**src/rtl/mem_port_arbiter.sv**
```systemverilog
// mem_port_arbiter: shares the single memory port between the icache and the
// dcache. The grant is combinational and the dcache has priority. A 16-entry
// ownership table records which client owns each outstanding load tag, and
// returned data is routed to that client.
//
// Optional build macro MEM_ARB_FAIRNESS_EN: adds a starvation counter. After
// STARVE_LIMIT consecutive icache losses, the icache wins the next contested
// cycle.
//
// Handshake: a client request is accepted in the cycle that the client wins
// the grant and the memory returns a nonzero transaction tag. A zero tag is a
// rejection, and the client presents the request again. The memory returns
// data with a nonzero data_tag for exactly one cycle and does not wait for the
// client.
//
// While reset is high, every output is held at 0 (command BUS_NONE).
module mem_port_arbiter #(
    parameter int STARVE_LIMIT = 4
) (
    input  logic        clock,
    input  logic        reset,
    input  logic [1:0]  Icache_command,
    input  logic [31:0] Icache_addr,
    input  logic [1:0]  Dcache_command,
    input  logic [31:0] Dcache_addr,
    input  logic [63:0] Dcache_data,
    input  logic [3:0]  mem2arb_transaction_tag,
    input  logic [63:0] mem2arb_data,
    input  logic [3:0]  mem2arb_data_tag,
    output logic [1:0]  arb2mem_command,
    output logic [31:0] arb2mem_addr,
    output logic [63:0] arb2mem_data,
    output logic [3:0]  Icache_transaction_tag,
    output logic [3:0]  Dcache_transaction_tag,
    output logic [63:0] Icache_data,
    output logic [63:0] Dcache_data_out,
    output logic [3:0]  Icache_data_tag,
    output logic [3:0]  Dcache_data_tag,
    output logic        stray_return
);

    localparam logic [1:0] BUS_NONE = 2'd0;
    localparam logic [1:0] BUS_LOAD = 2'd1;

    logic        icache_req;
    logic        dcache_req;
    logic        force_icache;
    logic        grant_icache;
    logic        grant_dcache;
    logic        accept_load;
    logic        ret_hit;
    logic        ret_stray;
    logic [15:0] tag_valid;
    logic [15:0] tag_owner;
    logic        stray_q;

`ifdef MEM_ARB_FAIRNESS_EN
    localparam int CNT_W = $clog2(STARVE_LIMIT + 1);
    localparam logic [CNT_W-1:0] CNT_MAX = CNT_W'(STARVE_LIMIT);

    logic [CNT_W-1:0] starve_cnt;

    // Count consecutive icache losses, saturating. A win or an idle icache clears the count.
    always_ff @(posedge clock) begin
        if (reset) begin
            starve_cnt <= '0;
        end else if (icache_req && !grant_icache) begin
            if (starve_cnt != CNT_MAX) begin
                starve_cnt <= starve_cnt + 1'b1;
            end
        end else begin
            starve_cnt <= '0;
        end
    end

    assign force_icache = (starve_cnt == CNT_MAX);
`else
    localparam int unused_starve_limit = STARVE_LIMIT;

    assign force_icache = 1'b0;
`endif

    // Grant, forwarding, acceptance tags and return routing. All of it is
    // combinational, and all outputs are gated to 0 while reset is high.
    always_comb begin
        arb2mem_command        = BUS_NONE;
        arb2mem_addr           = '0;
        arb2mem_data           = '0;
        Icache_transaction_tag = '0;
        Dcache_transaction_tag = '0;
        Icache_data            = '0;
        Dcache_data_out        = '0;
        Icache_data_tag        = '0;
        Dcache_data_tag        = '0;

        icache_req   = (Icache_command != BUS_NONE);
        dcache_req   = (Dcache_command != BUS_NONE);
        grant_icache = icache_req && (!dcache_req || force_icache);
        grant_dcache = dcache_req && !grant_icache;

        accept_load = !reset && (mem2arb_transaction_tag != 4'd0) &&
                      ((grant_icache && (Icache_command == BUS_LOAD)) ||
                       (grant_dcache && (Dcache_command == BUS_LOAD)));
        ret_hit   = !reset && (mem2arb_data_tag != 4'd0) &&  tag_valid[mem2arb_data_tag];
        ret_stray = !reset && (mem2arb_data_tag != 4'd0) && !tag_valid[mem2arb_data_tag];

        if (!reset) begin
            if (grant_icache) begin
                arb2mem_command        = Icache_command;
                arb2mem_addr           = Icache_addr;
                Icache_transaction_tag = mem2arb_transaction_tag;
            end else if (grant_dcache) begin
                arb2mem_command        = Dcache_command;
                arb2mem_addr           = Dcache_addr;
                arb2mem_data           = Dcache_data;
                Dcache_transaction_tag = mem2arb_transaction_tag;
            end

            if (ret_hit) begin
                if (tag_owner[mem2arb_data_tag]) begin
                    Dcache_data_tag = mem2arb_data_tag;
                    Dcache_data_out = mem2arb_data;
                end else begin
                    Icache_data_tag = mem2arb_data_tag;
                    Icache_data     = mem2arb_data;
                end
            end
        end
    end

    // Ownership table. A return clears its entry, and a new acceptance of the
    // same tag in the same cycle overrides that clear.
    always_ff @(posedge clock) begin
        if (reset) begin
            tag_valid <= '0;
            tag_owner <= '0;
            stray_q   <= 1'b0;
        end else begin
            if (ret_hit) begin
                tag_valid[mem2arb_data_tag] <= 1'b0;
            end
            if (accept_load) begin
                tag_valid[mem2arb_transaction_tag] <= 1'b1;
                tag_owner[mem2arb_transaction_tag] <= grant_dcache;
            end
            if (ret_stray) begin
                stray_q <= 1'b1;
            end
        end
    end

    assign stray_return = stray_q && !reset;

endmodule

```
**config.mk**
```make
export PLATFORM = sky130hd
export DESIGN_NAME = mem_port_arbiter
export DESIGN_NICKNAME = d
export VERILOG_FILES = /design/src/rtl/mem_port_arbiter.sv
export SDC_FILE = /design/constraint.sdc
export NUM_CORES = 1
export LEC_CHECK = 0
export CORE_AREA = 2 2 176 178
export DETAILED_ROUTE_END_ITERATION = 7
export DIE_AREA = 0 0 178 180
export SLEW_MARGIN = 25
export SYNTH_ARGS = -nofsm -noshare
export SYNTH_HDL_FRONTEND = slang
export SYNTH_SLANG_ARGS = --single-unit
```
**constraint.sdc**
```tcl
create_clock -name clock -period 5.2 [get_ports clock]
set_input_delay 0.78 -clock clock [delete_from_list [all_inputs] [get_ports clock]]
set_output_delay 0.78 -clock clock [all_outputs]
set_load 0.01 [all_outputs]
```
[Yosys cells after proc, flatten, opt, wreduce, memory -nomap -nowiden]
Index checks and enable logic that the tools add are counted.
Cells by class
  reduce and logical (&&, ||, !) cells: 21
  bitwise operators: 3
  equal/unequal tests: 2
  order comparisons: 4
  multiplexer cells: 38
Operators with widths (number)
  $mux 64: 9
  $mux 32: 3
  $mux 16: 3
  $mux 4: 11
  $and 16x16->16: 1
  $bwmux 16: 1
  $not 16->16: 1
  $or 16x16->16: 1
  $logic_and 1x1->1: 12
  $lt 4x5->1 const B: 2
  $bmux 1 s4: 2
  $demux 1 s4: 2
  $ge 4x1->1 const B: 2
  $reduce_bool 4->1: 2
  $mux 2: 3
  $eq 2x1->1 const B: 2
  $logic_not 1->1: 4
  $mux 1: 4
  $reduce_bool 2->1: 2
  $logic_or 1x1->1: 1
Word-level totals
  output and inout port bits: 243
  logic and storage cells: 71
  register bits after elaboration: 33
  input bits: 206

[Depth between registers and ports, before layout]
  depth in word-level cells: 10
  depth in mapped cells: 10
  depth with buffers taken out: 5

[Worst setup path after synthesis]
OpenSTA, ideal clock, no wires.
  kind: input-to-output
  from: input port mem2arb_data_tag[0]
  to: output port Icache_data[0]
  data required time: 4.420 ns
  path slack: 2.044 ns
  path buffers: 3
  stages: 7
  data arrival time: 2.376 ns
  cells stage by stage: buf_6 mux4_2 nand3_1 nand4_1 buf_2 buf_1 nor3b_1
Between the ends
  longest elaborated chain between the ends: 5
  elaborated cells on any way between the ends: 10
  classes of those cells: 7 x mux; 3 x reduce/logical
Ends and longest elaborated chain
  start: declaration: RTL line 29  | input logic [3:0] mem2arb_data_tag,
  $bmux 1 s4, or another cell as far along: RTL line 120  | if (tag_owner[mem2arb_data_tag]) begin
  $mux 1 (implied by the code), or another cell as far along: RTL line 120
  $mux 64 / $logic_and 1x1->1 (equally long branches): RTL line 120, 104
  $mux 64 *: RTL line 119  | if (ret_hit) begin
  $mux 64 *: RTL line 107  | if (!reset) begin
  end: declaration: RTL line 35  | output logic [63:0] Icache_data,
Mark *: on every way between the ends. The rest lies on a longest branch, timed or not. The select of a mux whose other input is x is not followed.

[Final worst setup path]
  from: input port mem2arb_data_tag[0]
  to: output port Icache_data[53]
The elaborated chain is that of the path after synthesis.

==> results <==
## placed cells by master (no fill, tap or decap), types with 2 or more instances in the layout
master / instances
nor2_4: 2
buf_4: 11
nand4_1: 3
clkdlybuf4s50_1: 448
dfxtp_1: 33
nand2b_1: 16
nor2b_1: 9
nand2_1: 15
or2_2: 3
diode_2: 2
o21ai_0: 18
a22o_1: 32
buf_12: 6
nor3b_2: 60
nand3b_1: 5
mux4_2: 3
nand3_1: 9
mux2i_1: 23
nor2_1: 12
clkbuf_16: 5
nor3b_1: 76
a21oi_1: 17
or3b_2: 2
inv_1: 2
and2_1: 72
## critical path: cells and delay by family
family	cells	cell delay [ps]
multiplexers	1	100
AO/OA/AOI/OAI	2	460
buffers and inverters	4	1770
AND/OR/NAND/NOR	2	610
## power by group through the flow
stage	Combinational, mW	Clock (mW)	Sequential [mW]
4_1_cts	0.551	0.351	0.257
3_3_place_gp	0.549	0	0.263
6_report	0.541	0.345	0.257
5_1_grt	0.574	0.363	0.257
2_1_floorplan	0.191	0	0.262
3_5_place_dp	0.550	0	0.263
## Yosys cell counts, drive strengths merged
master,number
buf,30
inv,2
nor3,1
dfxtp,33
clkbuf,26
o31ai,1
a22oi,2
o2111ai,1
or3,1
a22o,32
mux4,4
nand2,15
a221oi,1
a21oi,17
nor2,14
nor2b,9
nand4,3
or3b,2
nand3b,5
o21ai,18
or2,3
mux2i,23
nand3,10
and2,72
o31a,1
and4,1
nor3b,136
nand2b,16
## cell families (layout without fill, tap and decap cells)
family / count (synthesis) / count (layout) / synth area share, %
and+or+nand+nor: 288 / 288 / 54.9
AOI/OAI and AO/OA: 73 / 73 / 12.7
buffers and inverters: 58 / 475 / 7.91
DFF: 33 / 33 / 16.4
muxes: 27 / 27 / 8.07
other: 0 / 2 / 0
## layout make-up
cell class              count  area, µm²
multi-input cells         388       3060
flip-flops and latches     33        661
diodes                      2       5.00
well taps                 396        495
clock buffers               7        143
inverters                   2       7.51
fillers                  3197      21100
clock inverters             1       30.0
repair buffers            465       4690
## path summary, 6_finish.rpt
check / endpoint / from / cells past startpoint / slack, ps
worst max-delay path: Icache_data[53] / mem2arb_data_tag[0] / 9 / 520
worst min-delay path: tag_owner[0] / tag_owner[0] / 1 / 460
worst max register to register: stray_q / tag_valid[9] / 5 / 3930
worst min register to register: tag_owner[0] / tag_owner[0] / 1 / 460
## metal layers
metal	GRT usage, %	share of wire, %
met2	32.0	56
met5	0	0
met1	14.0	32
met4	3.48	2.2
met3	3.98	9.2
## sequential cells by signal (all words and copies together) (netlist names)
name / count
tag_owner: 16
stray_q: 1
tag_valid: 16
## through the flow
stage	instance area (µm²)	instances	setup WS [ps]	utilization (%)
6_report	9080	1294	518	30.1
5_1_grt	9080	1294	378	30.1
4_1_cts	9080	1292	579	30.1
3_5_place_dp	8910	1284	590	29.5
3_3_place_gp	8910	1284	645	29.5
2_1_floorplan	4020	479	2040	-
==> reports/summary.txt <==
RUN STATUS
--------------------------------------------------------------------------------------
Outcome                                                                      completed

DRT
--------------------------------------------------------------------------------------
Vias per Instance                                                                 4.07
Iter 0 DRT Violations                                                              123
First drt pass iteration count                                                       4
Number of remaining DRC errors                                                       0
Sum of routed wire length over all layers                                     26000 µm
Number of nets with antenna violations after routing                                 0
Total via count in the routed design                                              5272
Average wire length per cell after detail routing                              20.1 µm

SYNTH
--------------------------------------------------------------------------------------
Synthesized area divided by synthesized cell count                            8.38 µm²
Yosys Warn Count                                                                     0
Post-synthesis net count                                                           685
Proportion of netlist area held by the largest area contributor                  18.7%
Cell accounting for the most synthesized area                                  nor3b_2
Cell area after synthesis                                                     4020 µm²
Sequential-to-total area share from yosys stat                                   16.4%
Gate count after technology mapping                                                479
Synth area leaders                                                        nor3b_2 (19%), dfxtp_1 (16%), nor3b_1 (14%)
Number of synthesized register bits                                                 33
Number of distinct standard cells referenced by the synthesized netlist             35

SETUP PATH
--------------------------------------------------------------------------------------
Required @ worst endpoint                                                      4420 ps
Critical path cell sequence                                               clkdlybuf4s50_1 > buf_4 > mux2i_1 > a22oi_1 > nand4_1 > o31a_2 > buf_12 > nor3b_1 > clkdlybuf4s50_1
Cell repeated most along the worst path                                   clkdlybuf4s50_1
Worst setup EP type                                                        output port
Startpoint class of the critical path                                     primary input
Path type of the worst setup path                                         primary input to output port
Cell with the biggest individual delay on the critical path               clkdlybuf4s50_1
Data arrival, critical path                                                    3900 ps
Largest incremental delay on the critical path                                  700 ps
Highest fanout seen on the critical path                                           134

POWER
--------------------------------------------------------------------------------------
Clock group share of total power                                                 30.2%
Switching power                                                                 323 µW
Share of power burned in registers                                               22.5%
Internal power                                                                  820 µW
Maximum resistive drop on vdd                                                   132 µV
Share of total power in combinational logic                                      47.3%
Pwr per Cell Area                                                           126 nW/µm²
Static power due to leakage                                                    3.04 nW
Sw Ratio                                                                         28.3%
Total power                                                                    1.14 mW

PLACED DESIGN
--------------------------------------------------------------------------------------
Half-perimeter wire length of the detailed placement result                   22900 µm
Routability cong.                                                                0.824
Count of port buffers added during placement                                       448

CTS
--------------------------------------------------------------------------------------
CTS Root Buffer Type                                                         clkbuf_16
Number of hold-repair buffers added at the cts stage                                 0
H-tree Lvls                                                                          2
Clock sink total                                                                    33
CTS clk-pin slew, worst paths                                                    50 ps
Number of cells upsized or downsized after cts                                       0
Post-CTS Repair Setup Buffers                                                        0
TritonCTS clock tree                                                              done
Number of buffers inserted during clock tree synthesis                               5
Clock latency of the later-clocked register in the worst-skew pair              280 ps
Clock tree buffer depth                                                              2

TIMING
--------------------------------------------------------------------------------------
Max-Slew Margin vs Limit                                                         45.2%
Number of hold violations in the final report                                        0
Peak clock frequency supported by timing                                       214 MHz
Final critical-path share of the clock period                                    90.0%
Hold slack final                                                                465 ps
TNS Setup                                                                         0 ps
Max-slew violation count                                                             0
Unrepaired setup endpoints after global routing                                     no
Transition at the pin with the smallest max-transition slack                    820 ps
Maximum clock skew at final layout                                             6.08 ps
Final count of negative-setup-slack endpoints                                        0
Shortest period the worst path allows                                          4680 ps

JOB
--------------------------------------------------------------------------------------
Number of max-cap violations                                                         0

FLOORPLAN
--------------------------------------------------------------------------------------
Core Footprint                                                               30200 µm²
Initial core utilization                                                         13.3%
Die boundary height                                                             180 µm
Die area                                                                     32000 µm²
X dimension of the die                                                          178 µm
Number of placement rows                                                            64
Ports                                                                              449

GRT
--------------------------------------------------------------------------------------
Via count of the first global-routing pass                                        5257
Antenna violations before repair                                                     4
Tot GR Track Use                                                                 15.2%
Global route overflow                                                                0
Largest net degree at the start of global routing                                  135
Wire length of the first global-routing pass                                  36000 µm

FINAL LAYOUT
--------------------------------------------------------------------------------------
Post-layout nets                                                                  1101
Fraction of final layout cells sized beyond drive strength 1                     10.9%
Area growth syn-to-layout                                                         126%

WORST HOLD PATH
--------------------------------------------------------------------------------------
Hold WC Path Type                                                         flop to flop

No activity file was read; power rests on OpenSTA's default activity.
